`config.mk`:
```
export PLATFORM = sky130hd
export DESIGN_NAME = display_timing_gen
export DESIGN_NICKNAME = d
export VERILOG_FILES = /design/src/rtl/display_timing_pkg.sv /design/src/rtl/timing_delay_line.sv /design/src/rtl/display_timing_gen.sv
export SDC_FILE = /design/constraint.sdc
export NUM_CORES = 1
export LEC_CHECK = 0
export CAP_MARGIN = 40
export CORE_UTILIZATION = 30
export DETAILED_ROUTE_END_ITERATION = 10
export DONT_BUFFER_PORTS = 1
export PLACE_DENSITY = 0.49
export SYNTH_ARGS = -nofsm -noshare
export SYNTH_HDL_FRONTEND = slang
export SYNTH_SLANG_ARGS = --single-unit
```
`constraint.sdc`:
```
create_clock -name i_clk -period 2.41 [get_ports i_clk]
set_input_delay 0.3615 -clock i_clk [delete_from_list [all_inputs] [get_ports i_clk]]
set_output_delay 0.3615 -clock i_clk [all_outputs]
set_load 0.01 [all_outputs]
```
`src/rtl/display_timing_pkg.sv`:
```
// Shared timing constants, raster arithmetic helpers and the control bundle type for the display timing generator.
// Latency: none (package only).
// Backpressure: none (package only).
package display_timing_pkg;

    // 640x480@60 defaults
    localparam int DEF_H_RES  = 640;
    localparam int DEF_H_FP   = 16;
    localparam int DEF_H_SYNC = 96;
    localparam int DEF_H_BP   = 48;
    localparam int DEF_V_RES  = 480;
    localparam int DEF_V_FP   = 10;
    localparam int DEF_V_SYNC = 2;
    localparam int DEF_V_BP   = 33;
    localparam int DEF_CW     = 12;

    // Total pixels per line / lines per frame, including blanking.
    function automatic int raster_total(input int res, input int fp, input int sync, input int bp);
        return res + fp + sync + bp;
    endfunction

    // First counter value inside the sync pulse.
    function automatic int sync_start(input int res, input int fp);
        return res + fp;
    endfunction

    // First counter value after the sync pulse.
    function automatic int sync_end(input int res, input int fp, input int sync);
        return res + fp + sync;
    endfunction

    // Raster control bundle; all fields are active-high, polarity is applied at the output.
    typedef struct packed {
        logic de;
        logic hs;
        logic vs;
    } ctrl_t;

    localparam ctrl_t CTRL_IDLE = '{de: 1'b0, hs: 1'b0, vs: 1'b0};

endpackage

```
`src/rtl/timing_delay_line.sv`:
```
// Fixed-depth shift register used to realign raster control with fetched pixel data.
// Latency: DEPTH clocks; DEPTH=0 is a plain wire.
// Backpressure: none, shifts every clock.
//   i_clk   : clock
//   i_rst_n : asynchronous active-low reset, all stages load RST_VAL
//   i_dat   : WIDTH-bit input
//   o_dat   : WIDTH-bit output, i_dat delayed DEPTH clocks
module timing_delay_line #(
    parameter int               DEPTH   = 1,
    parameter int               WIDTH   = 1,
    parameter logic [WIDTH-1:0] RST_VAL = '0
) (
    input  logic             i_clk,
    input  logic             i_rst_n,
    input  logic [WIDTH-1:0] i_dat,
    output logic [WIDTH-1:0] o_dat
);

    generate
        if (DEPTH == 0) begin : g_wire
            assign o_dat = i_dat;
        end else begin : g_shift
            logic [WIDTH-1:0] stage [DEPTH];

            always_ff @(posedge i_clk or negedge i_rst_n) begin
                if (!i_rst_n) begin
                    for (int i = 0; i < DEPTH; i++) begin
                        stage[i] <= RST_VAL;
                    end
                end else begin
                    stage[0] <= i_dat;
                    for (int i = 1; i < DEPTH; i++) begin
                        stage[i] <= stage[i-1];
                    end
                end
            end

            assign o_dat = stage[DEPTH-1];
        end
    endgenerate

endmodule

```
`src/rtl/display_timing_gen.sv`:
```
// Raster timing generator: pixel/line counters, fetch coordinates to a fixed-latency source, realigned DE/syncs/RGB for the TMDS encoder.
// Latency: o_sx/o_sy/o_req/o_frame/o_line follow the counters directly; o_de/o_hsync/o_vsync/o_data_*/o_ctrl_* lag them by PIX_LAT+1 clocks.
// Backpressure: none; the raster free-runs while enabled, i_en low parks it at the origin and drains the pipeline to idle.
//   i_clk, i_rst_n          : pixel clock, asynchronous active-low reset
//   i_en                    : run enable; the raster starts at (0,0) one clock after it is seen high
//   i_pix_r/g/b             : source pixel, valid PIX_LAT clocks after the matching o_req
//   o_sx, o_sy, o_req       : fetch coordinate and fetch valid (active area)
//   o_frame, o_line         : start-of-frame / start-of-line pulses, counter-aligned
//   o_de, o_hsync, o_vsync  : realigned raster control, syncs at H_POL/V_POL when asserted
//   o_data_ch0/1/2          : blue/green/red, zero outside display enable
//   o_ctrl_ch0/1/2          : TMDS control words, {vsync,hsync} on ch0, zero on ch1/ch2
module display_timing_gen
    import display_timing_pkg::*;
#(
    parameter int   H_RES   = DEF_H_RES,
    parameter int   H_FP    = DEF_H_FP,
    parameter int   H_SYNC  = DEF_H_SYNC,
    parameter int   H_BP    = DEF_H_BP,
    parameter int   V_RES   = DEF_V_RES,
    parameter int   V_FP    = DEF_V_FP,
    parameter int   V_SYNC  = DEF_V_SYNC,
    parameter int   V_BP    = DEF_V_BP,
    parameter logic H_POL   = 1'b0,
    parameter logic V_POL   = 1'b0,
    parameter int   PIX_LAT = 1,
    parameter int   CW      = DEF_CW
) (
    input  logic          i_clk,
    input  logic          i_rst_n,
    input  logic          i_en,
    input  logic [7:0]    i_pix_r,
    input  logic [7:0]    i_pix_g,
    input  logic [7:0]    i_pix_b,
    output logic [CW-1:0] o_sx,
    output logic [CW-1:0] o_sy,
    output logic          o_req,
    output logic          o_frame,
    output logic          o_line,
    output logic          o_de,
    output logic          o_hsync,
    output logic          o_vsync,
    output logic [7:0]    o_data_ch0,
    output logic [7:0]    o_data_ch1,
    output logic [7:0]    o_data_ch2,
    output logic [1:0]    o_ctrl_ch0,
    output logic [1:0]    o_ctrl_ch1,
    output logic [1:0]    o_ctrl_ch2
);

    localparam logic [CW-1:0] H_LAST   = CW'(raster_total(H_RES, H_FP, H_SYNC, H_BP) - 1);
    localparam logic [CW-1:0] V_LAST   = CW'(raster_total(V_RES, V_FP, V_SYNC, V_BP) - 1);
    localparam logic [CW-1:0] H_ACT    = CW'(H_RES);
    localparam logic [CW-1:0] V_ACT    = CW'(V_RES);
    localparam logic [CW-1:0] HS_START = CW'(sync_start(H_RES, H_FP));
    localparam logic [CW-1:0] HS_END   = CW'(sync_end(H_RES, H_FP, H_SYNC));
    localparam logic [CW-1:0] VS_START = CW'(sync_start(V_RES, V_FP));
    localparam logic [CW-1:0] VS_END   = CW'(sync_end(V_RES, V_FP, V_SYNC));

    logic          run_q;
    logic          enabled;
    logic [CW-1:0] sx;
    logic [CW-1:0] sy;
    ctrl_t         raw_ctrl;
    ctrl_t         dly_ctrl;
    logic          hs_lvl;
    logic          vs_lvl;

    // run_q keeps the raster parked through reset and for the first clock after
    // release, so the first enabled cycle is always the origin. i_en still
    // gates combinationally so a drop blanks the fetch side on the same clock.
    assign enabled = run_q & i_en;

    always_ff @(posedge i_clk or negedge i_rst_n) begin
        if (!i_rst_n) begin
            run_q <= 1'b0;
            sx    <= '0;
            sy    <= '0;
        end else begin
            run_q <= i_en;
            if (!enabled) begin
                sx <= '0;
                sy <= '0;
            end else if (sx == H_LAST) begin
                sx <= '0;
                sy <= (sy == V_LAST) ? '0 : sy + CW'(1);
            end else begin
                sx <= sx + CW'(1);
            end
        end
    end

    assign o_sx    = sx;
    assign o_sy    = sy;
    assign o_req   = enabled && (sx < H_ACT) && (sy < V_ACT);
    assign o_frame = enabled && (sx == '0) && (sy == '0);
    assign o_line  = enabled && (sx == '0);

    // vs depends only on sy, so it naturally changes at the sx wrap.
    always_comb begin
        raw_ctrl    = CTRL_IDLE;
        raw_ctrl.de = o_req;
        raw_ctrl.hs = enabled && (sx >= HS_START) && (sx < HS_END);
        raw_ctrl.vs = enabled && (sy >= VS_START) && (sy < VS_END);
    end

    // Matches the source read latency so control lines up with i_pix_*.
    timing_delay_line #(
        .DEPTH   (PIX_LAT),
        .WIDTH   ($bits(ctrl_t)),
        .RST_VAL (CTRL_IDLE)
    ) u_ctrl_dly (
        .i_clk   (i_clk),
        .i_rst_n (i_rst_n),
        .i_dat   (raw_ctrl),
        .o_dat   (dly_ctrl)
    );

    assign hs_lvl = dly_ctrl.hs ? H_POL : ~H_POL;
    assign vs_lvl = dly_ctrl.vs ? V_POL : ~V_POL;

    always_ff @(posedge i_clk or negedge i_rst_n) begin
        if (!i_rst_n) begin
            o_de       <= 1'b0;
            o_hsync    <= ~H_POL;
            o_vsync    <= ~V_POL;
            o_ctrl_ch0 <= {~V_POL, ~H_POL};
            o_data_ch0 <= '0;
            o_data_ch1 <= '0;
            o_data_ch2 <= '0;
        end else begin
            o_de       <= dly_ctrl.de;
            o_hsync    <= hs_lvl;
            o_vsync    <= vs_lvl;
            o_ctrl_ch0 <= {vs_lvl, hs_lvl};
            o_data_ch0 <= dly_ctrl.de ? i_pix_b : 8'd0;
            o_data_ch1 <= dly_ctrl.de ? i_pix_g : 8'd0;
            o_data_ch2 <= dly_ctrl.de ? i_pix_r : 8'd0;
        end
    end

    assign o_ctrl_ch1 = 2'b00;
    assign o_ctrl_ch2 = 2'b00;

endmodule

```
==> results.md, run 1 <==
Logic synthesis:
- Counting instances in the post-synthesis netlist gives the leading cell types as sky130_fd_sc_hd__dfrtp_1, sky130_fd_sc_hd__and2_1, sky130_fd_sc_hd__nor2_1.
- The Yosys step of the flow raised 0 warnings.
- The most frequent cell after synthesis is sky130_fd_sc_hd__dfrtp_1.
- The primary flip-flop cell chosen by synthesis mapping is sky130_fd_sc_hd__dfrtp_1.
- The number of different library cells used by synthesis comes to a little over 40.
- After synthesis the netlist holds a flip-flop and latch count of between 50 and 60.
- The synthesized netlist cell count is approximately 230.
- By area the synthesized netlist is led by sky130_fd_sc_hd__dfrtp_1, sky130_fd_sc_hd__and2_1, sky130_fd_sc_hd__a31oi_1, sky130_fd_sc_hd__nor2_1, sky130_fd_sc_hd__xnor2_1.
- Summed over all instances, the cell type with the most area after synthesis is sky130_fd_sc_hd__dfrtp_1.
- A synthesized cell averages 10.9 um2.
- The proportion of netlist area held by the largest area contributor is 0.541.
- The number of enable flip-flop cells after synthesis is 0.
- The cell area after synthesis is approximately 2500 um2.
- Of the synthesized area, sequential elements account for 0.563.
- After synthesis, the share of flip-flops with an asynchronous set or reset is 1.00.

STA:
- Summed over all failing endpoints, the final setup total negative slack is 0 ns.
- The total count of max-transition violations in the final report is 0.
- The period utilization is 0.901.
- The worst pin sits at a relative slew slack of 0.655.
- The number of endpoints failing setup at the final stage is 0.
- The final number of hold-violating endpoints is 0.
- Setup repair after global routing left no endpoint under its margin.
- The clock period minus worst slack is ~2.2 ns.
- The worst hold slack after final layout is between 0.07 and 0.08 ns.
- Timing would allow up to 461 MHz.
- The actual slew at the worst max-slew pin is between 0.5 and 0.6 ns.
- The setup clock skew after layout is 0.00580 ns.

Floorplan:
- The floorplan has 32 rows.
- For this configuration, the core starts out at a cell density of 0.314.
- Pin placement for this block handled 87 I/O pins.
- The area of the die is roughly 8500 um2.
- The region available for standard cell placement spans 7810 um2.
- Measured along the y axis, the die boundary spans roughly 92 um.
- The die is 92.4 um wide.

Worst hold path:
- The type of the tightest min-delay check is in2reg.

Critical path:
- Walking the worst path, the cells encountered are nand4bb_1, nand2b_1, nor4_1, and3_1.
- The critical path start-end classification is reg2out.
- The capturing instance or port of the critical path is o_req.
- The largest fanout on the critical path is 5.
- The number of cells on the worst reg-to-reg path is 4.
- For this run, the slowest stage of the critical path takes between 0.4 and 0.5 ns.
- The endpoint required time on the critical path is just over 2 ns.
- In this run the critical register-to-register path is captured at o_sy[5].
- The cell at the slowest stage of the critical path is sky130_fd_sc_hd__dfrtp_1.
- The critical path contains buffers and inverters numbering 0 combined.
- The dominant delay contributor by cell family on the critical path is simple AND/OR/NAND/NOR gates.
- The category of the worst setup path capture point is a primary output.
- The kind of start point of the critical path is a flop.
- The number of logic stages on the critical path including buffering is 4.
- The launching point of the worst reg2reg path is o_sy[8].
- Setup slack on the worst reg-to-reg path comes out at 0.43 ns.
- The start point of the critical path is o_sx[11].
- Data on the critical path arrives at its endpoint at between 1.5 and 2 ns.

CTS:
- For this design, the sink count on the clock tree is 55.
- CTS built an H-tree with a depth of 2.
- The clock tree root driver cell is sky130_fd_sc_hd__clkbuf_8.
- The TritonCTS clock tree is built.
- The TritonCTS buffer count is 5.
- The post-CTS clock slew at the launch and capture registers of the worst setup and hold paths is 0.10 ns.
- The buffer levels on the longest clock path is 2.
- Once the clock tree was built, the setup fixing pass inserted 0 buffers.
- The clock reaches the later pin of the worst-skew pair after approximately 0.30 ns.

GRT:
- The total global routing track utilization is 0.124.
- The number of antenna violations at the first check in global routing came to 0.
- The final global-route overflow total is 0.
- The pin count of the biggest net entering global routing is between 50 and 60.
- The via count of the first global-routing pass was 1588.
- The first global-routing pass estimated roughly 8400 um of wire.

Final layout:
- In the final layout, the share of cells above drive strength 1 is 0.104.
- The filler-free cell count of the finished design is about 330.
- The number of filler instances in the final layout is about 780.
- The area added between synthesis and finish is 11.4%.
- The multi-input combinational cells in the finished layout cover a total of between 900 and 1000 um2.
- The repair_antennas step left the layout with diodes totalling 0.
- Registers take about 1400 um2.
- The layout net count is approximately 260.
- The share of the core filled with cells is 0.350.

Power and ir drop:
- After layout, the design draws a total of 1.74 mW.
- For this design the ratio of total power to cell area is roughly 640 nW/um2.
- Of the total power, registers draw 0.555.
- Cell internal power was estimated by the tool at 1.38 mW.
- For this design the static power due to leakage is approximately 1.1 nW.
- The relative contribution of the clock network to total power is 0.411.
- The peak ir drop on the vdd network is roughly 0.00018 V.
- The switching power as a share of total power is 0.207.
- Summed over all nets, the switching power comes to 0.360 mW.
- The share of total power dissipated in combinational logic is 0.034.

Place:
- Once detailed placement completed, the half-perimeter wirelength came to 3660 um.
- The global placer's final weighted congestion is between 0.7 and 0.8.
- In this run, placement finished with an instance count of around 320.
- The port buffer count is 0.

Run:
- The max-capacitance violation count is 0.

Route:
- The DRC violation count after routing is 0.
- The final layout contains routed wiring with a total length of between 5000 and 6000 um.
- The average wire per standard cell is roughly 16 um.
- The number of DRC violations after detailed-routing iteration 0 is 61.
- Dividing the detail-routed via count by the number of cells gives a little under 5.
- In this run the remaining antenna-violating nets after routing total 0.
- The routed via count is 1650.
- The number of detailed-route iterations in the first pass is 4.

Outcome:
- The run finished with clean final reports.
==> cells by family (layout without fill, tap and decap cells) <==
family,after synthesis,after routing,share of synthesized area
xor+xnor,12,12,0.0429
simple gates,106,106,0.262
compound gates,22,22,0.0577
buf+inv,25,28,0.0531
flops,55,55,0.563
other cells,1,4,0.00153
fa+ha+maj,4,4,0.0204
==> per-layer routing <==
metal	GRT usage	vias up	share of wire	routed length (um)
met5	0	-	0	0
met2	0.190	78	0.44	2310
met3	0.0640	6	0.12	626
met4	0.0391	0	0.010	53
met1	0.152	784	0.43	2290
li1	-	782	-	-
==> sequential cells by signal, indices dropped and copies added (netlist names) <==
signal	flops
o_de	1
o_data_ch1	8
o_sx	12
u_ctrl_dly.o_dat	3
o_data_ch2	8
run_q	1
o_sy	12
o_data_ch0	8
o_ctrl_ch0	2
==> what timing repair did <==
action | CTS | global route
hold buffers | 2 | 0
resized for setup | 0 | 1
setup endpoints to repair | 0 | 1
hold endpoints to repair | 55 | 0
==> area by class of cell <==
cell class | count | area share
multi-input combinational | 148 | 0.352
clock inverter | 2 | 0.0220
timing repair buffer | 9 | 0.0330
inverter | 11 | 0.0151
tap | 102 | 0.0467
sequential | 55 | 0.505
clock buffer | 6 | 0.0266
==> per-stage QoR <==
stage | cell area (um2) | setup WS [ns]
final | 2730 | 0.239
after global routing | 2730 | 0.0516
after CTS | 2720 | 0.159
after detailed placement | 2550 | 0.461
after global placement | 2550 | 0.472
after floorplan | 2460 | 0.560
==> worst min path at each step <==
stage | start | to | slack, ns | cells past startpoint
floorplan | i_rst_n | o_data_ch0[0] | 0.07 | 0
global placement | i_rst_n | o_data_ch2[0] | 0.07 | 0
detailed placement | i_rst_n | o_data_ch2[0] | 0.07 | 0
CTS | i_en | run_q | 0.06 | 0
global route | i_en | run_q | 0.05 | 0
finish | i_en | run_q | 0.08 | 0
==> power groups by stage <==
stage                     logic (mW)  clock network (mW)  registers, mW
after floorplan               0.0351                   0          0.977
after CTS                     0.0624               0.743          0.965
after global placement        0.0355                   0          0.984
final                         0.0596               0.714          0.964
after detailed placement      0.0359                   0          0.984
after global routing          0.0693               0.784          0.969
==> layout by cell type, fill, tap and decap left out, drive strengths merged, types with 8 or more instances in the layout <==
cell type / count
nand3: 11
nand2: 9
a31oi: 12
dfrtp: 53
xnor2: 8
nand4: 8
and2: 24
buf: 8
inv: 11
nor2: 19
nor3: 8
No activity file was read; power rests on OpenSTA's default activity.
==> run 2: changes to the inputs <==
SYNTH_HIERARCHICAL = 1   (was not set)
==> results.md, run 2 <==
Logic synthesis:
- Counting flops with a built-in enable in the synthesized netlist gives 0.
- The number of distinct library cell variants in the gate-level netlist after synthesis is 39.
- The post-synthesis average cell area is roughly 11 um2.
- The fraction of registers with async set/reset is 1.00.
- Sorting the synthesized cells by how often they occur yields sky130_fd_sc_hd__dfrtp_1, sky130_fd_sc_hd__and2_1, sky130_fd_sc_hd__nand2_1, sky130_fd_sc_hd__nor2_1.
- The share of synthesized area in the top cell type comes to 0.548.
- The most frequent cell after synthesis is sky130_fd_sc_hd__dfrtp_1.
- The synthesized netlist cell count is about 220.
- The most area-hungry cell type in the Yosys netlist is sky130_fd_sc_hd__dfrtp_1.
- The flop and latch count out of synthesis is between 50 and 60.
- The Yosys step of the flow raised 6 warnings.
- By area the synthesized netlist is led by sky130_fd_sc_hd__dfrtp_1, sky130_fd_sc_hd__and2_1, sky130_fd_sc_hd__xor2_1, sky130_fd_sc_hd__a31oi_1, sky130_fd_sc_hd__nand4_1.
- The cell area that synthesis handed to floorplanning was 2420 um2.
- Of the synthesized area, sequential elements account for 0.570.
- In the synthesized netlist the dominant register cell turns out to be sky130_fd_sc_hd__dfrtp_1.

Final layout:
- The area added between synthesis and finish is 10.8%.
- In the final layout, the share of cells above drive strength 1 is 0.119.
- The total area of multi-input combinational cells is about 940 um2.
- The number of antenna diodes in the final layout is 0.
- After the last flow step, the layout net total stands at between 200 and 300.
- The post-layout instance area is 2680 um2.
- Leaving out fill and tap cells, the most frequent cells in the layout are sky130_fd_sc_hd__dfrtp_1, sky130_fd_sc_hd__and2_1, sky130_fd_sc_hd__nand2_1, sky130_fd_sc_hd__nor2_1.
- Leaving out fill and tap cells, the most frequent cell in the layout is sky130_fd_sc_hd__dfrtp_1.
- Registers take 1380 um2.
- Fill cells in the final layout number 789.
- The finished layout holds approximately 330 standard cells, fillers aside.

Power and ir drop:
- The share of total power dissipated in the clock network is 0.344.
- The power density over cell area is approximately 600 nW/um2.
- The switching power is approximately 0.37 mW.
- The part of the total power dissipated in sequential elements is 0.614.
- Of the total power, the share spent switching nets is 0.235.
- VDD sags by at most 0.000220 V.
- The share of total power dissipated in combinational logic is 0.043.
- The internal power component is 1.20 mW.
- The reported leakage power is about 1.2 nW.

Route:
- The average wire per standard cell is between 15 and 20 um.
- The ratio of routed vias to standard cells is approximately 5.
- The routed via count is ~1600.
- The count of nets left with antenna violations once routing finished came out at 0.
- The total wirelength of the detailed-routed design is 5190 um.
- The number of DRC violations after detailed-routing iteration 0 is 46.
- For this run, the detailed router's first-pass iteration total came to 4.
- The DRC violation count after routing is 0.

CTS:
- The TritonCTS buffer count is 5.
- The clock tree root driver cell is sky130_fd_sc_hd__clkbuf_8.
- At the later pin of the worst-skew pair, clock insertion delay measures 0.30 ns.
- After clock tree synthesis, the clock-pin slew on the worst setup and hold paths is ~0.10 ns.
- The number of H-tree levels is 2.
- CTS saw 55 sinks.
- The buffer levels on the longest clock path is 2.
- The TritonCTS clock tree is built.

Floorplan:
- The die is a little over 90 um tall.
- The horizontal extent of the die is 91.8 um.
- The core footprint is slightly below 8000 um2.
- The area of the die is 8430 um2.
- The site row count is 32.
- The effective utilization at floorplan is 0.311.
- The count of boundary I/O pins is 87.

Critical path:
- The kind of start point of the critical path is a flop.
- The worst setup path is captured at a primary output.
- The largest fanout on the critical path is 7.
- The critical path arrival is ~1.9 ns.
- The critical path start-end classification is reg2out.
- STA puts the critical path data required time at a little over 2 ns.

STA:
- Dividing the final minimum period by the clock period gives 0.946.
- Setup violations remaining at the end of the flow were counted as 0.
- The setup total negative slack is 0 ns.
- The final number of hold-violating endpoints came to 0.
- The worst hold slack after final layout is a little under 0.08 ns.
- The highest achievable clock rate is 439 MHz.
- Setup repair after global routing left no endpoint under its margin.
- At the pin with the least slew margin, the transition time is ~0.53 ns.
- The clock period minus worst slack is approximately 2.3 ns.
- The total count of max-transition violations in the final report came to 0.
- The setup clock skew after layout is 0.00379 ns.
- Headroom to the max-slew limit came out at 0.643.

GRT:
- The number of antenna violations at the first check in global routing was 0.
- The final global-route overflow total is 0.
- The via count of the first global-routing pass is 1604.
- Entering global routing, the biggest net connects 56 pins.
- The first global-routing pass estimated between 8000 and 9000 um of wire.
- For this run, the total global-route usage over all layers was measured as 0.127.

Place:
- The port buffer count is 0.
- The global placer's final weighted congestion is slightly above 0.8.
- The total instance count after detailed placement is 318.
- Detailed placement ended at an HPWL of 3690 um.
- The post-place instance area is between 2000 and 3000 um2.

Run:
- The max-capacitance violation count is 0.

Outcome:
- The run finished with clean final reports.

Worst hold path:
- The min-delay analysis places its worst path in the category in2reg.
run 2: cell count changes in the layout (fill, tap and decap cells not counted), moves of 3 or more:
cell | before | now
sky130_fd_sc_hd__xor2_1 | 4 | 8
sky130_fd_sc_hd__o311ai_0 | 0 | 3
sky130_fd_sc_hd__o31ai_1 | 0 | 3
sky130_fd_sc_hd__nand2_1 | 9 | 13
sky130_fd_sc_hd__nand3_1 | 9 | 6
sky130_fd_sc_hd__a31oi_1 | 12 | 9
sky130_fd_sc_hd__nor2_1 | 19 | 13
sky130_fd_sc_hd__xnor2_1 | 8 | 4
run 2: critical path: stages, from the launching register on:
cell and delay, ns:
sky130_fd_sc_hd__dfrtp_1 0.50, sky130_fd_sc_hd__nor4_1 0.53, sky130_fd_sc_hd__nand2_1 0.13, sky130_fd_sc_hd__nor4_2 0.28
sky130_fd_sc_hd__buf_4 0.18
run 2: area by class of cell:
type / instances / share of cell area
Clock buffer: 6 / 0.0308
Clock inverter: 2 / 0.00607
Inverter: 9 / 0.0126
Multi-Input combinational cell: 144 / 0.352
Sequential cell: 55 / 0.515
Tap cell: 102 / 0.0476
Timing Repair Buffer: 10 / 0.0364
run 2: what timing repair did:
item | in CTS | in global routing
pin swaps | 0 | 1
hold buffers | 2 | 0
setup buffers | 0 | 0
endpoints found under the hold margin | 55 | 0
setup endpoints to repair | 1 | 1
resized for setup | 1 | 1
run 2: cell families (layout without fill, tap and decap cells):
group           count (synthesis)  after routing  share of synthesized area
buf+inv                        23             27                     0.0502
flops                          55             55                      0.570
fa+ha+maj                       4              4                     0.0207
xor+xnor                       12             12                     0.0435
other cells                     1              4                    0.00155
simple gates                  101            101                      0.251
compound gates                 23             23                     0.0631
run 2: final timing paths:
| check | from | endpoint | slack (ns) | cells after the start |
|---|---|---|---|---|
| hold reg to reg | u_ctrl_dly/o_dat[1] | o_ctrl_ch0[0] | 0.36 | 1 |
| setup / recovery | o_sy[6] | o_frame | 0.13 | 4 |
| max in group asynchronous | i_rst_n | o_ctrl_ch0[1] | 1.53 | 2 |
| min in group asynchronous | i_rst_n | o_data_ch1[3] | 0.60 | 2 |
| setup reg to reg | o_sx[0] | o_sy[5] | 0.47 | 5 |
| hold / removal | i_en | run_q | 0.08 | 0 |
run 2: through the flow:
step           setup WS (ns)  utilization  power [mW]
2_1_floorplan          0.614            -        1.02
3_3_place_gp           0.359        0.326        1.02
3_5_place_dp           0.352        0.326        1.03
4_1_cts               0.0321        0.344        1.60
5_1_grt               0.0376        0.345        1.64
6_report               0.130        0.345        1.57
run 2: power by group through the flow:
| stage | logic (mW) | clock network (mW) | registers (mW) |
|---|---|---|---|
| after floorplan | 0.0381 | 0 | 0.977 |
| after global placement | 0.0421 | 0 | 0.983 |
| after detailed placement | 0.0422 | 0 | 0.983 |
| after CTS | 0.0694 | 0.569 | 0.965 |
| after global routing | 0.0771 | 0.597 | 0.968 |
| final | 0.0671 | 0.540 | 0.964 |
run 2: metal layers:
| layer | vias to the layer above | global-route usage | wire length, um |
|---|---|---|---|
| met5 | - | 0 | 0 |
| met4 | 0 | 0.0534 | 140 |
| met3 | 10 | 0.0506 | 484 |
| met2 | 79 | 0.198 | 2320 |
| met1 | 782 | 0.155 | 2240 |
| li1 | 759 | - | - |
